**src/rtl/data_restore.sv**
```systemverilog
// Receive-side OFDM data restore: LTS-based per-bin quadrant estimate, swap/negate
// de-rotation, QPSK hard demap and byte packing into a 32-deep FWFT output FIFO.
//   state   | meaning
//   IDLE    | quadrant table stable, waiting for entry into data symbols
//   CALC    | sweeping bins 0..63, writing quadrant of h[k]*L[k]
module data_restore (
  input  logic       CLK,
  input  logic       Rst_n,
  input  logic       io_inputDataEn,
  input  logic [7:0] io_inputDataR,
  input  logic [7:0] io_inputDataI,
  input  logic [7:0] io_inputSymbol,
  output logic       io_axisOut_valid,
  input  logic       io_axisOut_ready,
  output logic [7:0] io_axisOut_payload_data,
  output logic       io_axisOut_payload_last,
  output logic       io_axisOut_payload_user
);

  typedef enum logic {ST_IDLE, ST_CALC} calc_state_t;

  // {nonzero, negative} of the long training sequence, FFT bin order
  function automatic logic [1:0] lts_rom(input logic [5:0] k);
    logic [1:0] v;
    v = 2'b00;
    if ((k >= 6'd1 && k <= 6'd26) || k >= 6'd38) v = 2'b10;
    case (k)
      6'd2, 6'd3, 6'd6, 6'd8, 6'd10, 6'd11, 6'd12, 6'd13, 6'd14, 6'd17, 6'd18, 6'd20, 6'd22,
      6'd40, 6'd41, 6'd44, 6'd46, 6'd53, 6'd54, 6'd57, 6'd59: v = 2'b11;
      default: ;
    endcase
    return v;
  endfunction

  function automatic logic is_data_bin(input logic [5:0] k);
    return ((k >= 6'd1 && k <= 6'd26) || k >= 6'd38) &&
           k != 6'd7 && k != 6'd21 && k != 6'd43 && k != 6'd57;
  endfunction

  logic [7:0]        r_prev_sym;
  logic [6:0]        r_bin;
  logic signed [8:0] r_h_r [64];
  logic signed [8:0] r_h_i [64];
  logic [1:0]        r_q [64];
  logic              r_have_lts, r_q_valid;
  logic [5:0]        r_calc_idx;
  calc_state_t       r_state, w_state_nxt;

  logic              w_sym_chg, w_take, w_tag1, w_tag2, w_tag_data, w_calc_start;
  logic              w_calc_en, w_calc_last;
  logic [6:0]        w_bin;
  logic [5:0]        w_k;
  logic signed [8:0] w_in_r, w_in_i;

  assign w_sym_chg    = (io_inputSymbol != r_prev_sym);
  assign w_bin        = w_sym_chg ? 7'd0 : r_bin;
  assign w_k          = w_bin[5:0];
  assign w_take       = io_inputDataEn && !w_bin[6];
  assign w_tag1       = (io_inputSymbol == 8'd1);
  assign w_tag2       = (io_inputSymbol == 8'd2);
  assign w_tag_data   = (io_inputSymbol >= 8'd3);
  assign w_calc_start = (io_inputSymbol == 8'd3) && (r_prev_sym != 8'd3) && r_have_lts;
  assign w_in_r       = {io_inputDataR[7], io_inputDataR};
  assign w_in_i       = {io_inputDataI[7], io_inputDataI};

  always_ff @(posedge CLK) begin
    if (Rst_n) r_state <= ST_IDLE;
    else       r_state <= w_state_nxt;
  end

  always_comb begin
    w_state_nxt = r_state;
    w_calc_en   = 1'b0;
    w_calc_last = 1'b0;
    case (r_state)
      ST_IDLE: if (w_calc_start) w_state_nxt = ST_CALC;
      ST_CALC: begin
        w_calc_en = 1'b1;
        if (r_calc_idx == 6'd63) begin
          w_calc_last = 1'b1;
          w_state_nxt = ST_IDLE;
        end
      end
      default: w_state_nxt = ST_IDLE;
    endcase
  end

  logic [1:0]        w_rom, w_qsel;
  logic signed [9:0] w_h_r10, w_h_i10, w_z_r, w_z_i, w_abs_r, w_abs_i;

  always_comb begin
    w_rom   = lts_rom(r_calc_idx);
    w_h_r10 = {r_h_r[r_calc_idx][8], r_h_r[r_calc_idx]};
    w_h_i10 = {r_h_i[r_calc_idx][8], r_h_i[r_calc_idx]};
    w_z_r   = w_rom[1] ? (w_rom[0] ? -w_h_r10 : w_h_r10) : 10'sd0;
    w_z_i   = w_rom[1] ? (w_rom[0] ? -w_h_i10 : w_h_i10) : 10'sd0;
    w_abs_r = w_z_r[9] ? -w_z_r : w_z_r;
    w_abs_i = w_z_i[9] ? -w_z_i : w_z_i;
    if (w_z_r >= w_abs_i)                   w_qsel = 2'd0;
    else if (w_z_i > w_abs_r)               w_qsel = 2'd1;
    else if (w_z_r[9] && w_abs_r >= w_abs_i) w_qsel = 2'd2;
    else                                    w_qsel = 2'd3;
  end

  always_ff @(posedge CLK) begin
    if (Rst_n) begin
      r_prev_sym <= '0;
      r_bin      <= '0;
      r_have_lts <= 1'b0;
      r_q_valid  <= 1'b0;
      r_calc_idx <= '0;
      for (int k = 0; k < 64; k++) begin
        r_h_r[k] <= '0;
        r_h_i[k] <= '0;
        r_q[k]   <= '0;
      end
    end else begin
      r_prev_sym <= io_inputSymbol;
      r_bin      <= w_bin + {6'd0, w_take};
      if (w_take && w_tag1) begin
        r_h_r[w_k] <= w_in_r;
        r_h_i[w_k] <= w_in_i;
        r_have_lts <= 1'b1;
        r_q_valid  <= 1'b0;
      end else if (w_take && w_tag2) begin
        r_h_r[w_k] <= r_h_r[w_k] + w_in_r;
        r_h_i[w_k] <= r_h_i[w_k] + w_in_i;
      end
      if (w_calc_en) begin
        r_q[r_calc_idx] <= w_qsel;
        r_calc_idx      <= r_calc_idx + 6'd1;
      end else begin
        r_calc_idx <= '0;
      end
      if (w_calc_last) r_q_valid <= 1'b1;
    end
  end

  // Stage 1 registers the carrier, stage 2 de-rotates/packs, stage 3 writes the FIFO
  logic              r_s1_vld;
  logic [7:0]        r_s1_r, r_s1_i;
  logic [1:0]        r_s1_q, r_car_cnt;
  logic [3:0]        r_byte_cnt;
  logic [5:0]        r_pack;
  logic              r_frame_pend, r_push;
  logic [9:0]        r_push_word;
  logic signed [8:0] w_s_r, w_s_i, w_dr, w_di;
  logic [1:0]        w_bits;

  assign w_s_r = {r_s1_r[7], r_s1_r};
  assign w_s_i = {r_s1_i[7], r_s1_i};

  always_comb begin
    case (r_s1_q)
      2'd0:    begin w_dr = w_s_r;  w_di = w_s_i;  end
      2'd1:    begin w_dr = w_s_i;  w_di = -w_s_r; end
      2'd2:    begin w_dr = -w_s_r; w_di = -w_s_i; end
      default: begin w_dr = -w_s_i; w_di = w_s_r;  end
    endcase
    w_bits = {!w_di[8], !w_dr[8]};
  end

  always_ff @(posedge CLK) begin
    if (Rst_n) begin
      r_s1_vld     <= 1'b0;
      r_s1_r       <= '0;
      r_s1_i       <= '0;
      r_s1_q       <= '0;
      r_car_cnt    <= '0;
      r_byte_cnt   <= '0;
      r_pack       <= '0;
      r_frame_pend <= 1'b0;
      r_push       <= 1'b0;
      r_push_word  <= '0;
    end else begin
      r_s1_vld <= w_take && w_tag_data && r_q_valid && is_data_bin(w_k);
      r_s1_r   <= io_inputDataR;
      r_s1_i   <= io_inputDataI;
      r_s1_q   <= r_q[w_k];
      r_push   <= 1'b0;
      if (r_s1_vld) begin
        case (r_car_cnt)
          2'd0: r_pack[1:0] <= w_bits;
          2'd1: r_pack[3:2] <= w_bits;
          2'd2: r_pack[5:4] <= w_bits;
          default: begin
            r_push       <= 1'b1;
            r_push_word  <= {r_frame_pend, r_byte_cnt == 4'd11, w_bits, r_pack};
            r_frame_pend <= 1'b0;
            r_byte_cnt   <= (r_byte_cnt == 4'd11) ? 4'd0 : r_byte_cnt + 4'd1;
          end
        endcase
        r_car_cnt <= r_car_cnt + 2'd1;
      end
      if (w_take && w_tag1) begin
        r_car_cnt    <= '0;
        r_byte_cnt   <= '0;
        r_frame_pend <= 1'b1;
      end
    end
  end

  logic [9:0] r_mem [32];
  logic [4:0] r_wr, r_rd;
  logic [5:0] r_cnt;
  logic       w_push, w_pop;
  logic [9:0] w_head;

  assign w_push = r_push && (r_cnt != 6'd32);
  assign w_pop  = io_axisOut_valid && io_axisOut_ready;
  assign w_head = r_mem[r_rd];

  always_ff @(posedge CLK) begin
    if (w_push) r_mem[r_wr] <= r_push_word;
  end

  always_ff @(posedge CLK) begin
    if (Rst_n) begin
      r_wr  <= '0;
      r_rd  <= '0;
      r_cnt <= '0;
    end else begin
      if (w_push) r_wr <= r_wr + 5'd1;
      if (w_pop)  r_rd <= r_rd + 5'd1;
      r_cnt <= r_cnt + {5'd0, w_push} - {5'd0, w_pop};
    end
  end

  assign io_axisOut_valid        = (r_cnt != 6'd0);
  assign io_axisOut_payload_data = io_axisOut_valid ? w_head[7:0] : 8'h00;
  assign io_axisOut_payload_last = io_axisOut_valid && w_head[8];
  assign io_axisOut_payload_user = io_axisOut_valid && w_head[9];

endmodule

```
**config.mk**
```make
export PLATFORM = sky130hd
export DESIGN_NAME = data_restore
export DESIGN_NICKNAME = d
export VERILOG_FILES = /design/src/rtl/data_restore.sv
export SDC_FILE = /design/constraint.sdc
export NUM_CORES = 2
export LEC_CHECK = 0
export ABC_AREA = 1
export CAP_MARGIN = 10
export CORE_ASPECT_RATIO = 1.25
export CORE_UTILIZATION = 60
export CTS_BUF_LIST = sky130_fd_sc_hd__clkbuf_8
export DETAILED_ROUTE_END_ITERATION = 10
export DONT_BUFFER_PORTS = 1
export PLACE_DENSITY_LB_ADDON = 0.05
export SLEW_MARGIN = 10
export SYNTH_ARGS = -nofsm -noshare
export SYNTH_HDL_FRONTEND = slang
export SYNTH_SLANG_ARGS = --single-unit
export TNS_END_PERCENT = 5
```
**constraint.sdc**
```tcl
create_clock -name CLK -period 7 [get_ports CLK]
set_input_delay 2.1 -clock CLK [delete_from_list [all_inputs] [get_ports CLK]]
set_output_delay 2.1 -clock CLK [all_outputs]
set_load 0.02 [all_outputs]
```
==> impl_metrics.env <==
export IMPL_rsz0062_at_grt="yes"
export IMPL_fmax_mhz=145
export IMPL_fp_coreArea_sq_mm=0.140
export IMPL_synth_top_cells_by_area="edfxtp_1, nand2_1, nor2_1, o22ai_1, o21ai_0"
export IMPL_cp_max_fo=41
export IMPL_cts_buffers=284
export IMPL_timing_final_crit_period_ps=6880
export IMPL_vias_per_cell=6.45
export IMPL_insertion_delay_ps=1090
export IMPL_root_buffer="clkbuf_8"
export IMPL_status="finished clean"
export IMPL_synthesis_area_sq_mm=0.0847
export IMPL_crit_required_ps=7760
export IMPL_drive_above_1_share_pct=12.4
export IMPL_post_route_period_util_pct=98.3
export IMPL_ys_top_cells_by_count="nand2_1, nor2_1, edfxtp_1"
export IMPL_synth_cell_types=61
export IMPL_peakVddDrop_mv=0.190
export IMPL_cp_arrival_ps=7640
export IMPL_finalSetupTns_ps=0
export IMPL_drc=0
export IMPL_slowest_stage="a221oi_2"
export IMPL_p_leak_nw=39.0
export IMPL_cp_start_kind="input port"
export IMPL_wire_per_inst_um=28.0
export IMPL_cts_tree="yes"
export IMPL_first_pass_iters=7
export IMPL_clk_pin_slew_ps=60
export IMPL_critPathCaptureType="flop"
export IMPL_yosysMostFrequentCell="nand2_1"
export IMPL_crit_start="io_inputSymbol[5]"
export IMPL_async_flop_share_pct=0
export IMPL_yosysTopAreaCellShare_pct=56.7
export IMPL_tightest_slew_ps=1320
export IMPL_drv_cap=0
export IMPL_synth_warnings=0
export IMPL_yosys_area_top_type="edfxtp_1"
export IMPL_hold_viol_final=0
export IMPL_grt_first_pass_wirelength_mm=475
export IMPL_avgSynthCellArea_sq_um=8.97
export IMPL_wirelength_mm=333
export IMPL_endpoint="r_h_r[53][7]"
export IMPL_grt_ovfl_total=0
export IMPL_fin_nets=9926
export IMPL_powerDensity_mw_per_mm2=222
export IMPL_hold_slack_ps=459
export IMPL_path_class="input port to flop"
export IMPL_dp_cells=11400
export IMPL_n_fill_cell=11100
export IMPL_clockBufferDepth=4
export IMPL_synth_seq_area_share_pct=58.8
export IMPL_io_buffers=0
export IMPL_cts_sinks=1688
export IMPL_die_y_um=422
export IMPL_cpPeakStageDelay_ps=540
export IMPL_htree_levels=5
export IMPL_grt_pass1_vias=72100
export IMPL_setup_violations=0
export IMPL_r2r_cells=37
export IMPL_reg2reg_slack_ps=420
export IMPL_fin_ws_ps=119
export IMPL_antenna_found_initial=25
export IMPL_synth_flop_cell="edfxtp_1"
export IMPL_synth_edff_count=1600
export IMPL_clock_skew_ps=87.1
export IMPL_ys_seq_elements=1688
export IMPL_core_rowCount=153
export IMPL_syn_instance_count=9444
export IMPL_grt_max_degree=152
export IMPL_finalMaxSlewViolations=0
export IMPL_syn_to_final_growth_pct=13.7
export IMPL_io_pins=39
export IMPL_dp_final_hpwl_mm=227
export IMPL_dieWidth_um=338
export IMPL_postCtsSetupBuffers=0
export IMPL_hp_class="flop to flop"
export IMPL_reg2reg_from="r_calc_idx[0]"
export IMPL_cpMostUsedCell="buf_4"
export IMPL_rr_endpoint="r_q[58][0]"
export IMPL_grtUsageTotal_pct=45.8
export IMPL_gp_congestion=1.11
export IMPL_slew_headroom_pct=11.9
export IMPL_initial_core_util_pct=60.7
export IMPL_vias=76700
export IMPL_ant_nets=0
export IMPL_final_cells=11900
export IMPL_post_place_ws_ps=-1000
export IMPL_drtIter0Drc=12000
export IMPL_die_area_sq_mm=0.143
## power breakdown
part,switching [mW],internal (mW)
clock,4.02,4.07
combinational,1.27,0.490
sequential,0.201,11.3
## cell families after synthesis
family | after synthesis | synth area share [%]
DFF | 1688 | 58.8
buffers and inverters | 1106 | 5.51
xor gates and xnor gates | 29 | 0.300
AOI/OAI and AO/OA | 1637 | 11.5
muxes | 1 | 0.0133
other | 2 | 0.00886
adders and majority gates | 77 | 1.16
and+or+nand+nor | 4904 | 22.7
## final cells by class
type | instances | area (sq um) | area share (%)
Tap cell | 1860 | 2330 | 2.42
Inverter | 435 | 1660 | 1.72
Antenna cell | 19 | 47.5 | 0.0493
Sequential cell | 1688 | 49800 | 51.7
Clock inverter | 186 | 890 | 0.923
Multi-Input combinational cell | 6652 | 30400 | 31.6
Clock buffer | 295 | 4060 | 4.21
Timing Repair Buffer | 760 | 7110 | 7.38
## through the flow
stage / utilization [%] / power [mW] / cell area, sq um
global placement: 65.4 / 13.3 / 91300
CTS: 69.0 / 21.3 / 96300
finish: 69.0 / 21.3 / 96300
global route: 69.0 / 21.9 / 96300
detailed placement: 65.4 / 13.4 / 91300
floorplan: - / 12.6 / 84800
## how the worst min path moves through the flow
stage	cells past startpoint	from	endpoint	slack [ps]
2_1_floorplan	2	r_pack[0]	r_push_word[0]	430
3_3_place_gp	2	r_pack[2]	r_push_word[2]	440
3_5_place_dp	2	r_pack[2]	r_push_word[2]	450
4_1_cts	2	r_pack[2]	r_push_word[2]	460
5_1_grt	2	r_have_lts	r_have_lts	480
6_report	2	r_have_lts	r_have_lts	460
## registers in the layout, indices dropped and copies added, names as in the netlist, 7 cells and up, named ones only
signal and flops:
r_bin 7, r_h_r 576, r_s1_i 8, r_q 128
r_prev_sym 8, r_mem 320, r_push_word 10, r_h_i 576
r_s1_r 8
## layer usage
metal	track usage [%]	up-vias	share of wire, %
li1	-	33100	-
met1	53.6	36000	32
met3	14.3	1495	14
met2	69.8	6101	44
met4	36.3	28	9.7
met5	0	-	0.055
## worst max-delay path: cells and delay by family
kind,cells,cell delay [ps]
xor gates and xnor gates,2,290
adders and majority gates,1,220
and+or+nand+nor,9,1440
AOI/OAI and AO/OA,9,1610
buffers and inverters,11,1950
## cell usage in the layout (no fill, tap or decap), types with 6 or more instances in the layout
cell type  synthesis  final
nand2_1         2642   2636
nor2_1          1836   1817
edfxtp_1        1600   1600
buf_4             15    648
o21ai_0          606    605
o22ai_1          586    586
inv_1            400    485
clkbuf_8           0    295
nand3_1          200    200
a21oi_1          137    137
buf_12             0    111
nand4_1          101    101
dfxtp_1           88     83
ha_1              74     74
clkinv_1           8     70
o221ai_1          67     67
a22oi_1           58     58
nor2_2            41     53
o211ai_1          43     43
or2_2             32     32
a31oi_1           29     29
o21ai_1           25     26
xor2_1            26     26
clkinv_2           0     24
inv_2             26     24
diode_2            0     19
a221oi_1          18     17
nor3_1            18     15
a22o_1            15     15
o31ai_1           11     11
nand3b_1          10     10
o2111ai_1          9      9
nor2_4             0      7
nand2_2            5      7
nor4_1             8      7
nor3_2             3      6
## timing repair
action / 4_1_cts / 5_1_grt
setup endpoints to repair: 0 / 250
resized for setup: 0 / 5
hold buffers: 0 / 0
Power figures use the tool's default switching activity.
